==> src/rtl/store_mon_pkg.sv <==
// Shared types and constants for the store-bus monitor.
// The TIMEOUT state exists only when STORE_MON_WATCHDOG_EN is defined.
package store_mon_pkg;

`ifdef STORE_MON_WATCHDOG_EN
  typedef enum logic [1:0] {
    RUN     = 2'd0,
    DONE    = 2'd1,
    TIMEOUT = 2'd2
  } mon_state_t;
`else
  typedef enum logic [1:0] {
    RUN  = 2'd0,
    DONE = 2'd1
  } mon_state_t;
`endif

  typedef struct packed {
    logic [31:0] addr;
    logic [31:0] data;
  } trace_entry_t;

  localparam logic [15:0] STORE_COUNT_MAX = 16'hFFFF;

endpackage

==> src/rtl/store_mon_fifo.sv <==
// First-word fall-through trace FIFO; the head reads as zero while empty.
// Pointers carry one extra wrap bit to tell full from empty.
module store_mon_fifo
  import store_mon_pkg::*;
#(
  parameter int DEPTH = 8
) (
  input  logic         clk,
  input  logic         rst_n,
  input  logic         push,
  input  trace_entry_t din,
  input  logic         pop,
  output logic         full,
  output logic         empty,
  output trace_entry_t dout
);

  localparam int AW = $clog2(DEPTH);

  logic [AW:0]  wr_ptr;
  logic [AW:0]  rd_ptr;
  logic         do_push;
  logic         do_pop;
  trace_entry_t mem [DEPTH];

  assign empty   = (wr_ptr == rd_ptr);
  assign full    = (wr_ptr[AW] != rd_ptr[AW]) && (wr_ptr[AW-1:0] == rd_ptr[AW-1:0]);
  assign do_pop  = pop && !empty;
  // A pop frees the slot in the same edge, so a push into a full FIFO still lands.
  assign do_push = push && (!full || do_pop);

  always_ff @(posedge clk or negedge rst_n) begin
    if (!rst_n) begin
      wr_ptr <= '0;
      rd_ptr <= '0;
    end else begin
      if (do_push) wr_ptr <= wr_ptr + {{AW{1'b0}}, 1'b1};
      if (do_pop)  rd_ptr <= rd_ptr + {{AW{1'b0}}, 1'b1};
    end
  end

  always_ff @(posedge clk) begin
    if (do_push) mem[wr_ptr[AW-1:0]] <= din;
  end

  assign dout = empty ? '0 : mem[rd_ptr[AW-1:0]];

endmodule

==> src/rtl/store_monitor.sv <==
// Store-bus monitor: traces every store, detects the completion store, reports pass/fail.
// Define STORE_MON_WATCHDOG_EN to add the hang watchdog and the TIMEOUT state.
module store_monitor
  import store_mon_pkg::*;
#(
  parameter int          DEPTH      = 8,
  parameter logic [31:0] DONE_ADDR  = 32'h00000064,
  parameter logic [31:0] PASS_VALUE = 32'h00000019,
  parameter int unsigned WD_CYCLES  = 1000
) (
  input  logic        clk,
  input  logic        rst_n,
  input  logic        MemWriteM,
  input  logic [31:0] ALUResultM,
  input  logic [31:0] WriteDataM,
  output logic        trace_valid,
  output logic [31:0] trace_addr,
  output logic [31:0] trace_data,
  input  logic        trace_ready,
  output logic        overflow,
  output logic [15:0] store_count,
  output logic        done,
  output logic        pass,
  output logic        timeout
);

  if (DEPTH < 2 || (DEPTH & (DEPTH - 1)) != 0 || WD_CYCLES < 1) begin : g_bad_cfg
    $error("store_monitor: DEPTH must be a power of two >= 2 and WD_CYCLES >= 1");
  end

  mon_state_t   state;
  mon_state_t   state_nxt;
  logic         running;
  logic         push;
  logic         pop;
  logic         done_store;
  logic         fifo_full;
  logic         fifo_empty;
  logic         pass_q;
  logic         ovf_q;
  logic [15:0]  count_q;
  trace_entry_t entry_in;
  trace_entry_t head;

  assign running    = (state == RUN);
  assign push       = running && MemWriteM;
  assign done_store = push && (ALUResultM == DONE_ADDR);
  assign pop        = trace_valid && trace_ready;

`ifdef STORE_MON_WATCHDOG_EN
  logic [31:0] wd_cnt;
  logic        wd_expire;

  always_ff @(posedge clk or negedge rst_n) begin
    if (!rst_n)       wd_cnt <= '0;
    else if (running) wd_cnt <= wd_cnt + 32'd1;
  end

  assign wd_expire = running && (wd_cnt == 32'(WD_CYCLES - 1));
`endif

  always_ff @(posedge clk or negedge rst_n) begin
    if (!rst_n) state <= RUN;
    else        state <= state_nxt;
  end

  // A completion store in the expiry cycle takes priority over the watchdog.
  always_comb begin
    state_nxt = state;
    case (state)
      RUN: begin
        if (done_store) state_nxt = DONE;
`ifdef STORE_MON_WATCHDOG_EN
        else if (wd_expire) state_nxt = TIMEOUT;
`endif
      end
      default: state_nxt = state;
    endcase
  end

  always_comb begin
    done    = 1'b0;
    timeout = 1'b0;
    case (state)
      DONE:    done = 1'b1;
`ifdef STORE_MON_WATCHDOG_EN
      TIMEOUT: timeout = 1'b1;
`endif
      default: ;
    endcase
  end

  always_ff @(posedge clk or negedge rst_n) begin
    if (!rst_n) begin
      pass_q  <= 1'b0;
      ovf_q   <= 1'b0;
      count_q <= '0;
    end else begin
      if (done_store) pass_q <= (WriteDataM == PASS_VALUE);
      if (push && fifo_full && !trace_ready) ovf_q <= 1'b1;
      if (push && (count_q != STORE_COUNT_MAX)) count_q <= count_q + 16'd1;
    end
  end

  assign entry_in = '{addr: ALUResultM, data: WriteDataM};

  store_mon_fifo #(
    .DEPTH(DEPTH)
  ) u_fifo (
    .clk  (clk),
    .rst_n(rst_n),
    .push (push),
    .din  (entry_in),
    .pop  (pop),
    .full (fifo_full),
    .empty(fifo_empty),
    .dout (head)
  );

  assign trace_valid = !fifo_empty;
  assign trace_addr  = head.addr;
  assign trace_data  = head.data;
  assign overflow    = ovf_q;
  assign store_count = count_q;
  assign pass        = pass_q;

endmodule
==> config.mk <==
export PLATFORM = sky130hd
export DESIGN_NAME = store_monitor
export DESIGN_NICKNAME = d
export VERILOG_FILES = /design/src/rtl/store_mon_pkg.sv /design/src/rtl/store_mon_fifo.sv /design/src/rtl/store_monitor.sv
export SDC_FILE = /design/constraint.sdc
export NUM_CORES = 1
export LEC_CHECK = 0
export ABC_CLOCK_PERIOD_IN_PS = 10100
export BUFFER_PORTS_ARGS = -buffer_cell sky130_fd_sc_hd__buf_2
export CORE_ASPECT_RATIO = 0.8
export CORE_MARGIN = 1
export CORE_UTILIZATION = 30
export DETAILED_ROUTE_END_ITERATION = 8
export GPL_TIMING_DRIVEN = 0
export PLACE_DENSITY_LB_ADDON = 0.15
export SYNTH_ARGS = -nofsm -noshare
export SYNTH_HDL_FRONTEND = slang
export SYNTH_SLANG_ARGS = --single-unit
==> constraint.sdc <==
create_clock -name clk -period 10.1 [get_ports clk]
set_input_delay 2.02 -clock clk [delete_from_list [all_inputs] [get_ports clk]]
set_output_delay 2.02 -clock clk [all_outputs]
set_load 0.01 [all_outputs]
# Word level (Yosys, flattened, before mapping)
# Memories as Yosys holds them, arrays and structs flattened.
# Cells that the tools add are included.
[classes]
n_addsub = 3
n_eq_ne = 6
mux = 4
reduce_logical = 15
[op_table]
columns = ["op", "count"]
rows = [
  ["64-bit two-way mux", 1],
  ["32-bit by 5-bit equality test with 1-bit output (second input constant)", 1],
  ["32-bit by 7-bit equality test with 1-bit output (second input constant)", 1],
  ["16-bit by 1-bit adder with 16-bit output (second input constant)", 1],
  ["16-bit inequality test (second input constant)", 1],
  ["1-bit logical AND", 9],
  ["4-bit by 1-bit adder with 4-bit output (second input constant)", 2],
  ["4-bit equality test", 1],
  ["3-bit equality test", 1],
  ["1-bit zero test", 3],
  ["1-bit two-way mux", 3],
  ["2-bit zero test", 1],
  ["2-bit AND reduction", 1],
  ["1-bit logical OR", 1],
  ["1-bit inequality test", 1],
]
[word_totals]
register_bits = 27
ram_bits = 512
input_bits = 68
out_inout_bits = 85
wordCells = 35
n_memories = 1
[memory_table]
columns = ["name", "depth", "width", "read_ports", "rd_ports_with_merged_regs", "write_ports", "line", "source"]
rows = [
  ["u_fifo.mem", 8, 64, 1, 0, 1, "store_mon_fifo.sv:24", "trace_entry_t mem [DEPTH];"],
]

# Depth between registers and ports, before layout
[depth]
word_depth = 8
ltp_mapped = 6
ltp_nobuf = 5

# Hierarchy
# Synthesis repeated with hierarchy kept, for this count alone.
[hier_totals]
hier_cells = 981
hier_area_um2 = 21117.8
[modules_own_cells]
columns = ["mod", "instances", "cells_per_inst", "area_each_um2", "seq_area_each_um2"]
rows = [
  ["store_mon_fifo", 1, 870, 19992.9, 15574.9],
  ["store_monitor", 1, 111, 1124.8, 475.5],
]

# Worst setup path after synthesis
# Ideal clock, no wire load.
[synth_timing]
path_type = "input-to-reg"
start = "input port MemWriteM"
end = "memory u_fifo.mem[4][0] (netlist bit), enable pin"
setup_ps = 666
arrival_ps = 8962
t_required_ps = 9434
setup_slack_ps = 472
cell_stages = 3
n_path_buf = 0
cell_sequence = "and2b_1 > o21ai_4 > nor4b_1"
[synth_between]
elab_chain_cells = 4
[synth_lines]
columns = ["item", "line", "source"]
rows = [
  ["start: declaration", "store_monitor.sv:13", "input logic MemWriteM,"],
  ["1-bit logical AND", "store_monitor.sv:46", "assign push = running && MemWriteM;"],
  ["1-bit logical AND", "store_mon_fifo.sv:30", "assign do_push = push && (!full || do_pop);"],
  ["1-bit two-way mux", "store_mon_fifo.sv:43", "if (do_push) mem[wr_ptr[AW-1:0]] <= din;"],
  ["1-bit two-way mux (implied by the code)", "store_mon_fifo.sv:43", ""],
  ["end: declaration", "store_mon_fifo.sv:24", ""],
]
# Every way passes these cells.

# Final worst setup path
[layout_timing]
start = "register u_fifo.rd_ptr[1]"
end = "output port trace_addr[24]"
[layout_between]
elab_chain_cells = 2
elab_cells_between_ends = 3
classes_between = "1 x eq/ne; 1 x mux; 1 x memory"
[layout_lines]
columns = ["item", "line", "source"]
rows = [
  ["start: declaration", "store_mon_fifo.sv:21", "logic [AW:0] rd_ptr;"],
  ["start signal: assignment", "store_mon_fifo.sv:38", "if (do_pop) rd_ptr <= rd_ptr + {{AW{1'b0}}, 1'b1};"],
  ["memory 8 x 64 bit or 4-bit equality test (tied branches)", "--", ""],
  ["64-bit two-way mux (*)", "store_mon_fifo.sv:46", "assign dout = empty ? '0 : mem[rd_ptr[AW-1:0]];"],
  ["end: declaration", "store_monitor.sv:17", "output logic [31:0] trace_addr,"],
]
# Every way passes the cells marked *; elsewhere a longest branch is shown, timed or not.

==> results_dict.tcl <==
set metrics [dict create \
    synth_ff_type "edfxtp_1" \
    min_path_type "reg -> reg" \
    synthAdderAreaFrac_pct 0.1791 \
    critPathRequiredTime_ps 8080 \
    finalMaxSlewViolations 0 \
    setup_viol 0 \
    vdd_ir_drop_max_mv 0.1403 \
    synth_seq_cells 539 \
    dp.final_hpwl_um 34370 \
    fillers 6338 \
    synth.top_cell.area_share_pct 73.36 \
    clk_path_buf_depth 3 \
    grt_pass1_wl_um 75750 \
    port-buffer-count 151 \
    hold_path_startpoint "overflow" \
    synth-simple-area-share_pct 3.343 \
    wire_per_inst_um 23.38 \
    ys_top_cells_by_area "edfxtp_1 73%, mux4_2 14%, dfrtp_1 3.2%, mux2i_1 3.1%, nor2_1 1.3%" \
    drc_errors 0 \
    tightestPinTransition_ps 1068 \
    dr.pass1.iters 6 \
    outcome "complete, no violations" \
    syn_nets 1032 \
    synthMuxAreaShare_pct 17.04 \
    rsz0062_at_grt "no" \
    grt_max_degree 37 \
    drtAntennaViolNets 0 \
    finalSetupTns_ps 0 \
    grt_overflow 0 \
    synthArstFlopShare_pct 5.009 \
    via_count 10240 \
    final_common_cell "edfxtp_1" \
    tritoncts "built" \
    core_mm2 0.06897 \
    min_path_cells 1 \
    die_h_um 238.4 \
    arrival_ps 3090 \
    initial_utilization_pct 30.39 \
    cts.clk_slew.worst_paths_ps 60 \
    synthToLayoutAreaGrowth_pct 21.09 \
    postCtsSetupBuffers 0 \
    syn_area_per_cell_um2 21.81 \
    cts-root-buf "clkbuf_16" \
    critPathKind "reg -> out" \
    place_inst 2104 \
    postLayoutSetupSlackWorst_ps 4987 \
    insertion_delay_ps 610 \
    worst_clock_skew_ps 23.50 \
    crit_fanout 10 \
    yosysTopAreaCell "edfxtp_1" \
    instances_no_fill 2206 \
    timing.fmax_mhz 195.6 \
    netlist_area_mm2 0.02096 \
    nets 1310 \
    yosys_warnings 0 \
    numCtsBuffers 57 \
    synth_compound_area_share_pct 0.3761 \
    finalCritPeriodShare_pct 50.62 \
    rrSetupSlack_ps 7060 \
    yosysSeqAreaShare_pct 76.58 \
    drt_iter0_drc 764 \
    place_ws_ps 5498 \
    cts_hold_buffers 0 \
    setup.worst_path.end_class "output pin" \
    clock_sinks 539 \
    reg2reg_to "u_fifo.mem[0][19]" \
    drive_above_1_share_pct 37.58 \
    place.gp.congestion 0.7104 \
    ys_types 45 \
    die_x_um 297.5 \
    timing.max_cap.violations 0 \
    cts_resized 0 \
    cts-htree-levels 2 \
    pin_count 153 \
    power.density_mw_per_mm2 295.0 \
    reg2reg_from "u_fifo.wr_ptr[1]" \
    wirelength_um 51570 \
    hold_path_end "overflow" \
    ff2ff_path_depth 9 \
    final_hold_viol_count 0 \
    critPathLaunchType "register" \
    relSlewSlack_pct 28.82 \
    viasPerCell 4.642 \
    netlist_instances 961 \
    rows 86 \
    grt_antenna_before_repair 6 \
    period_needed_ps 5113 \
    dieArea_mm2 0.07093 \
    synth_xor_xnor_area_share_pct 1.087 \
    grt_use_total_pct 14.66 \
    synth_edf_count 512 \
    synth_top_family_by_area "multiplexers" \
    grt_pass1_vias 10690 \
    leakage_nw 8.700 \
    layout_common_cells "512 x edfxtp_1, 171 x buf_2, 128 x mux4_2" \
]
-- metrics by stage --
stage,hold slack (ps),util [%],total power [mW],cell area [um2]
6_report,470.0,36.80,7.486,25380
5_1_grt,481.0,36.79,7.892,25380
4_1_cts,473.3,36.79,7.649,25370
3_5_place_dp,460.0,34.27,5.651,23640
3_3_place_gp,458.3,33.16,5.634,22870
2_1_floorplan,497.7,-,4.561,20960
-- layout make-up --
type                    instances  area (um2)  share of cell area (%)
well taps                     924        1156                   4.555
diodes                          2       5.005                 0.01972
flip-flops and latches        539       16050                   63.24
clock inverters                22       188.9                  0.7444
clock buffers                  78        1545                   6.089
plain buffers                  50       284.0                   1.119
inverters                       1       3.754                 0.01479
repair buffers                219        1480                   5.832
multi-input cells             371        4666                   18.38
-- layer usage --
| layer | vias up | routed length, um | track usage, % |
|---|---|---|---|
| li1 | 4542 | - | - |
| met1 | 5398 | 24760 | 21.67 |
| met2 | 217 | 23040 | 21.73 |
| met3 | 76 | 2789 | 3.287 |
| met4 | 8 | 928 | 3.702 |
| met5 | - | 51 | 0 |
-- logic make-up (layout without fill, tap and decap cells) --
logic type / Yosys count / in the layout
AOI/OAI and AO/OA: 8 / 8
muxes: 196 / 196
adders and majority gates: 3 / 3
other: 1 / 3
DFF: 539 / 539
buffers and inverters: 51 / 370
and+or+nand+nor: 137 / 137
xor gates and xnor gates: 26 / 26
-- worst max-delay path: stages, from the launching register on --
cell	delay, ps
dfrtp_1	340
buf_2	190
buf_2	330
clkbuf_1	650
mux4_2	430
mux2i_1	260
nor2_1	120
buf_2	160
-- where the power goes --
group	internal (mW)	total [mW]	switching, mW	leakage, nW
clock network	1.14	1.98	0.842	0.856
registers	2.81	2.90	0.0865	4.99
logic	1.13	2.61	1.48	2.85
-- worst max-delay path by stage --
stage,start,end,slack [ps]
3_5_place_dp,MemWriteM,u_fifo.mem[2][53],5500
4_1_cts,u_fifo.rd_ptr[1],trace_addr[24],4850
2_1_floorplan,MemWriteM,u_fifo.mem[4][0],470
6_report,u_fifo.rd_ptr[1],trace_addr[24],4990
5_1_grt,u_fifo.rd_ptr[1],trace_addr[24],4740
3_3_place_gp,MemWriteM,u_fifo.mem[2][53],-8710
-- Yosys cell counts (2+ instances only) --
master	instances
xnor2_1	12
dfrtp_1	27
buf_4	17
nand2_1	8
nor4bb_1	2
nor4b_1	5
mux2i_1	64
nor4_1	14
clkbuf_1	8
edfxtp_1	512
nand3_1	6
buf_1	4
xor2_1	14
and4b_1	2
mux2_2	2
ha_1	3
buf_2	20
nor3_1	5
nand4_1	11
nand2b_1	2
nor2_1	72
mux4_2	128
-- sequential cells by signal, indices dropped and copies added, names as in the netlist --
name	cells
u_fifo.wr_ptr	4
state	1
u_fifo.rd_ptr	4
u_fifo.mem	512
pass	1
store_count	16
overflow	1
No activity file was read; power rests on OpenSTA's default activity.
